<file path="src/rtl/transmitter_frame_scheduler.sv">
// Frame scheduler feeding an 8b10b encoder: alignment commas, control frames and data frames.
// Optional CRC-8 byte before EOP is compiled in with `define TX_FRAME_CRC8_EN.
module transmitter_frame_scheduler #(
   parameter int IDLE_INTERVAL  = 64,
   parameter int MAX_PACKET_LEN = 256
) (
   input  logic       i_clk_120,
   input  logic       i_clk_120_rst,
   input  logic       i_data_valid,
   input  logic [7:0] i_data_byte,
   input  logic       i_data_last,
   output logic       o_data_ready,
   input  logic       i_ctrl_req,
   input  logic       i_ctrl_type,
   input  logic [7:0] i_ctrl_id,
   output logic       o_ctrl_ack,
   output logic       o_packet_k_en,
   output logic [7:0] o_packet_byte,
   output logic       o_len_err,
   output logic       o_busy
);

   localparam int CW = $clog2(IDLE_INTERVAL + 1);
   localparam int PW = $clog2(MAX_PACKET_LEN + 1);

   localparam logic [7:0] K_COMMA = 8'hBC;
   localparam logic [7:0] K_SOP   = 8'hFB;
   localparam logic [7:0] K_EOP   = 8'hFD;
   localparam logic [7:0] K_SOC   = 8'h3C;

   typedef enum logic [3:0] {
      IDLE,
      COMMA,
      CTRL_SOC,
      CTRL_TYPE,
      CTRL_ID,
      DATA_SOP,
      DATA,
      DATA_CRC,
      DATA_EOP,
      DROP
   } state_t;

   state_t          state;
   state_t          state_nxt;
   state_t          close_state;
   logic [CW-1:0]   comma_cnt;
   logic [PW-1:0]   pay_cnt;
   logic            comma_due;
   logic            pay_full;
   logic            accept;
   logic            drop_pend;
   logic            overflow;
   logic            ctrl_type_q;
   logic [7:0]      ctrl_id_q;
   logic            sym_k;
   logic [7:0]      sym_byte;

`ifdef TX_FRAME_CRC8_EN
   logic [7:0]      crc;

   function automatic logic [7:0] crc8_step(input logic [7:0] c, input logic [7:0] d);
      logic [7:0] r;
      r = c ^ d;
      for (int unsigned i = 0; i < 8; i++) begin
         r = r[7] ? ((r << 1) ^ 8'h07) : (r << 1);
      end
      return r;
   endfunction

   assign close_state = DATA_CRC;
`else
   assign close_state = DATA_EOP;
`endif

   assign comma_due = (comma_cnt >= CW'(IDLE_INTERVAL - 1));
   assign pay_full  = (pay_cnt == PW'(MAX_PACKET_LEN - 1));
   assign accept    = o_data_ready & i_data_valid;
   assign overflow  = (state == DATA) & i_data_valid & ~i_data_last & pay_full;

   always_ff @(posedge i_clk_120) begin
      if (i_clk_120_rst) begin
         state <= IDLE;
      end else begin
         state <= state_nxt;
      end
   end

   always_comb begin
      state_nxt = state;
      case (state)
         IDLE: begin
            if (comma_due)         state_nxt = COMMA;
            else if (i_ctrl_req)   state_nxt = CTRL_SOC;
            else if (i_data_valid) state_nxt = DATA_SOP;
            else                   state_nxt = IDLE;
         end
         COMMA:     state_nxt = IDLE;
         CTRL_SOC:  state_nxt = CTRL_TYPE;
         CTRL_TYPE: state_nxt = CTRL_ID;
         CTRL_ID:   state_nxt = IDLE;
         DATA_SOP:  state_nxt = DATA;
         DATA: begin
            if (i_data_valid && (i_data_last || pay_full)) state_nxt = close_state;
         end
         DATA_CRC:  state_nxt = DATA_EOP;
         DATA_EOP:  state_nxt = drop_pend ? DROP : IDLE;
         DROP: begin
            if (i_data_valid && i_data_last) state_nxt = IDLE;
         end
         default:   state_nxt = IDLE;
      endcase
   end

   // sym_k/sym_byte is the symbol chosen this cycle; it reaches the encoder on the next edge
   always_comb begin
      sym_k        = 1'b1;
      sym_byte     = K_COMMA;
      o_data_ready = (state == DATA) || (state == DROP);
      o_busy       = !((state == IDLE) || (state == COMMA));
      o_ctrl_ack   = (state == IDLE) & ~comma_due & i_ctrl_req & ~i_clk_120_rst;
      case (state)
         CTRL_SOC: begin
            sym_k    = 1'b1;
            sym_byte = K_SOC;
         end
         CTRL_TYPE: begin
            sym_k    = 1'b0;
            sym_byte = ctrl_type_q ? 8'h02 : 8'h01;
         end
         CTRL_ID: begin
            sym_k    = 1'b0;
            sym_byte = ctrl_id_q;
         end
         DATA_SOP: begin
            sym_k    = 1'b1;
            sym_byte = K_SOP;
         end
         DATA: begin
            if (i_data_valid) begin
               sym_k    = 1'b0;
               sym_byte = i_data_byte;
            end
         end
`ifdef TX_FRAME_CRC8_EN
         DATA_CRC: begin
            sym_k    = 1'b0;
            sym_byte = crc;
         end
`endif
         DATA_EOP: begin
            sym_k    = 1'b1;
            sym_byte = K_EOP;
         end
         default: begin
            sym_k    = 1'b1;
            sym_byte = K_COMMA;
         end
      endcase
   end

   always_ff @(posedge i_clk_120) begin
      if (i_clk_120_rst) begin
         o_packet_k_en <= 1'b1;
         o_packet_byte <= K_COMMA;
         o_len_err     <= 1'b0;
         comma_cnt     <= '0;
         pay_cnt       <= '0;
         drop_pend     <= 1'b0;
         ctrl_type_q   <= 1'b0;
         ctrl_id_q     <= '0;
      end else begin
         o_packet_k_en <= sym_k;
         o_packet_byte <= sym_byte;
         o_len_err     <= overflow;
         // alignment distance counts every symbol and saturates until the COMMA state resets it
         if (state == COMMA) begin
            comma_cnt <= '0;
         end else if (!comma_due) begin
            comma_cnt <= comma_cnt + CW'(1);
         end
         if (state == DATA_SOP) begin
            pay_cnt <= '0;
         end else if ((state == DATA) && accept) begin
            pay_cnt <= pay_cnt + PW'(1);
         end
         if (overflow) begin
            drop_pend <= 1'b1;
         end else if (state == DATA_EOP) begin
            drop_pend <= 1'b0;
         end
         if (o_ctrl_ack) begin
            ctrl_type_q <= i_ctrl_type;
            ctrl_id_q   <= i_ctrl_id;
         end
      end
   end

`ifdef TX_FRAME_CRC8_EN
   always_ff @(posedge i_clk_120) begin
      if (i_clk_120_rst) begin
         crc <= '0;
      end else if (state == DATA_SOP) begin
         crc <= '0;
      end else if ((state == DATA) && accept) begin
         crc <= crc8_step(crc, i_data_byte);
      end
   end
`endif

endmodule

</file>
<file path="config.mk">
export PLATFORM = sky130hd
export DESIGN_NAME = transmitter_frame_scheduler
export DESIGN_NICKNAME = d
export VERILOG_FILES = /design/src/rtl/transmitter_frame_scheduler.sv
export SDC_FILE = /design/constraint.sdc
export NUM_CORES = 1
export LEC_CHECK = 0
export BUFFER_PORTS_ARGS = -buffer_cell sky130_fd_sc_hd__buf_2
export CAP_MARGIN = 30
export CORE_MARGIN = 2
export CORE_UTILIZATION = 50
export CTS_CLUSTER_DIAMETER = 200
export CTS_CLUSTER_SIZE = 30
export DETAILED_ROUTE_END_ITERATION = 7
export PLACE_DENSITY_LB_ADDON = 0.12
export RECOVER_POWER = 50
export SLEW_MARGIN = 20
export SYNTH_ARGS = -nofsm -noshare
export SYNTH_HDL_FRONTEND = slang
export SYNTH_SLANG_ARGS = --single-unit
</file>
<file path="constraint.sdc">
create_clock -name i_clk_120 -period 4.4 [get_ports i_clk_120]
set_input_delay 0.88 -clock i_clk_120 [delete_from_list [all_inputs] [get_ports i_clk_120]]
set_output_delay 0.88 -clock i_clk_120 [all_outputs]
set_load 0.005 [all_outputs]
</file>
==> results.toml <==
[worst_setup_path]
cp_cell_sequence = "nor4_1, o2111ai_2, nor2_1, buf_2"
cp_data_arrival_time_ns = 2.00
critical-path-max-stage-delay_ns = 0.54
path_max_fanout = 23
crit_type = "flop to primary output"
start_kind = "flop"
cp_data_required_time_ns = 3.52
worst-r2r-setup-slack_ns = 2.28
crit_path_end_kind = "primary output"
cp_slowest_cell = "dfxtp_1"

[clock_network]
cts-root-buf = "clkbuf_8"
clock_latency_ns = 0.28
clkTransAtPathRegs_ns = 0.07
post_cts_buffers = 0
cts.sinks = 40
cts_inserted_buffers = 5
cts_tree = "yes"
htree_num_levels = 2
holdBufCountCts = 0
clk_path_buf_depth = 2
cts_resized = 0

[synthesis]
synth_commonest_cells = "dfxtp_1 (40), nor2_1 (30), nand2_1 (15)"
synth_simple_gate_area_share_pct = 24.2
synth_compound_area_share_pct = 17.1
synth_xor_area_share_pct = 4.18
synth_warnings = 0
synth_most_common_cell = "dfxtp_1"
synth_largest_area_cell = "dfxtp_1"
async_flop_share_pct = 0
synth_top_family_by_area = "simple AND/OR/NAND/NOR gates"
synth_mux_area_share_pct = 5.31
ys_seq_area_share_pct = 42.5
yosysTopAreaCellShare_pct = 42.5
synthTopCellsByArea = "dfxtp_1 (42%), nor2_1 (6.0%), mux2i_1 (5.3%)"
syn_area_mm2 = 0.00188
syn_area_per_cell_um2 = 8.68
synth_cells = 217
synth.ff_latch_count = 40
synth_flop_cell = "dfxtp_1"
synth_edf_count = 0
synth_nets = 242
synth-adder-area-share_pct = 1.99
yosysUniqueCellTypes = 47

[power]
irDropWorstVdd_mv = 0.180
power.density_mw_per_mm2 = 344
leakage_nw = 0.895
total_power_uw = 727

[drt]
drc = 0
viasPerCell = 5.40
vias = 1583
ant_nets = 0
dr.pass1.iters = 4
routedWlPerCell_um = 12.2
drt_wl_total_um = 3560
drtIter0Drc = 69

[finish]
area_delta_synth_final_pct = 12.3
nets = 272
regArea_um2 = 801
final_util_pct = 58.2
nFillCells = 368
drive_gt1_share_pct = 17.1
num_antenna_cells = 0
multi_input_comb_area_um2 = 995

[hold_path]
hp-class = "flop to flop"

[placement]
io_buffers = 34
gp_congestion = 0.788
dpl_worst_slack_ns = 1.80
dp_hpwl_um = 2620

[timing]
hold_viol = 0
period_share_pct = 65.4
setup-violations-final = 0
timing.fmax_mhz = 347
fin_tns_setup_ns = 0
layout_setup_ws_ns = 1.52
rsz0062_at_grt = "false"
clock_skew_ns = 0.00728
fin_crit_ns = 2.88
drv_slew = 0
worst_pin_slew_ns = 0.753
max_slew_margin_pct = 49.8

[grt]
grt_max_degree = 24
grt_overflow = 0
antenna_found_initial = 0
track_usage_pct = 18.4
grt_pass1_wl_um = 6040
grt_pass1_vias = 1370

[die]
die_h_um = 65.4
rows = 22
die_area_mm2 = 0.00428
start_util_pct = 51.9
die_x_um = 65.4
io_pins = 35
core-area_mm2 = 0.00363

[run_status]
status = "complete, no violations"

[flow_run]
drv_cap = 0
-- registers in the layout, indices dropped and copies added, names as in the netlist --
| name | flops |
|---|---|
| pay_cnt | 9 |
| ctrl_id_q | 8 |
| o_packet_byte | 8 |
| comma_cnt | 7 |
| state | 4 |
| ctrl_type_q | 1 |
| drop_pend | 1 |
| o_len_err | 1 |
| o_packet_k_en | 1 |
-- worst max-delay path, delay by kind of cell (launching register included) --
kind | cells | cell delay, ns
and+or+nand+nor | 2 | 0.59
DFF | 1 | 0.54
AOI/OAI and AO/OA | 1 | 0.45
buffers and inverters | 1 | 0.13
-- report_power, final --
group / internal (mW) / switching (mW)
combinational: 0.0516 / 0.0549
clock: 0.102 / 0.110
sequential: 0.383 / 0.0258
-- area by class of cell --
type                            instances  area share (%)
Inverter                                7            1.24
Multi-Input combinational cell        159            47.0
Sequential cell                        40            37.8
Tap cell                               48            2.84
Timing Repair Buffer                   34            7.81
Clock buffer                            5            3.25
-- worst paths after layout --
kind | endpoint | from | cells past startpoint
worst min-delay path | drop_pend$_SDFFE_PP0P_ | drop_pend$_SDFFE_PP0P_ | 2
worst min register to register | drop_pend$_SDFFE_PP0P_ | drop_pend$_SDFFE_PP0P_ | 2
worst max register to register | pay_cnt[1]$_SDFFE_PP0P_ | state[1]$_SDFFE_PP0P_ | 4
worst max-delay path | o_ctrl_ack | state[1]$_SDFFE_PP0P_ | 4
-- layout by cell type (no fill, tap or decap), drive strengths merged, types with 2 or more instances in the layout --
| master | count |
|---|---|
| dfxtp | 40 |
| and3 | 4 |
| nor3 | 4 |
| mux2i | 10 |
| inv | 7 |
| and2 | 5 |
| nand2 | 15 |
| clkbuf | 9 |
| or3 | 3 |
| nand4 | 9 |
| o31ai | 2 |
| o21ai | 16 |
| a21oi | 15 |
| a21o | 3 |
| nand2b | 5 |
| nor2 | 30 |
| buf | 30 |
| o21a | 2 |
| nor4 | 2 |
| nand3 | 3 |
| and4bb | 2 |
| o21bai | 2 |
| xor2 | 8 |
| ha | 3 |
-- metrics by stage --
| step | instances | hold slack [ns] | instance area [um^2] |
|---|---|---|---|
| floorplan | 217 | 0.445 | 1880 |
| detailed placement | 288 | 0.471 | 2050 |
| global placement | 288 | 0.470 | 2050 |
| CTS | 293 | 0.480 | 2120 |
| global route | 293 | 0.499 | 2120 |
| finish | 293 | 0.484 | 2120 |
-- routing by layer --
layer	track usage, %	routed length, um	share of wire (%)
met1	24.2	1730	48
met2	29.3	1650	46
met5	0	0	0
met4	4.69	36	1.0
met3	5.65	148	4.2
-- cells by family after synthesis --
family,after synthesis
simple gates,88
buf+inv,18
fa+ha+maj,3
mux,10
compound gates,49
xor+xnor,9
flops,40
Power figures use the tool's default switching activity.
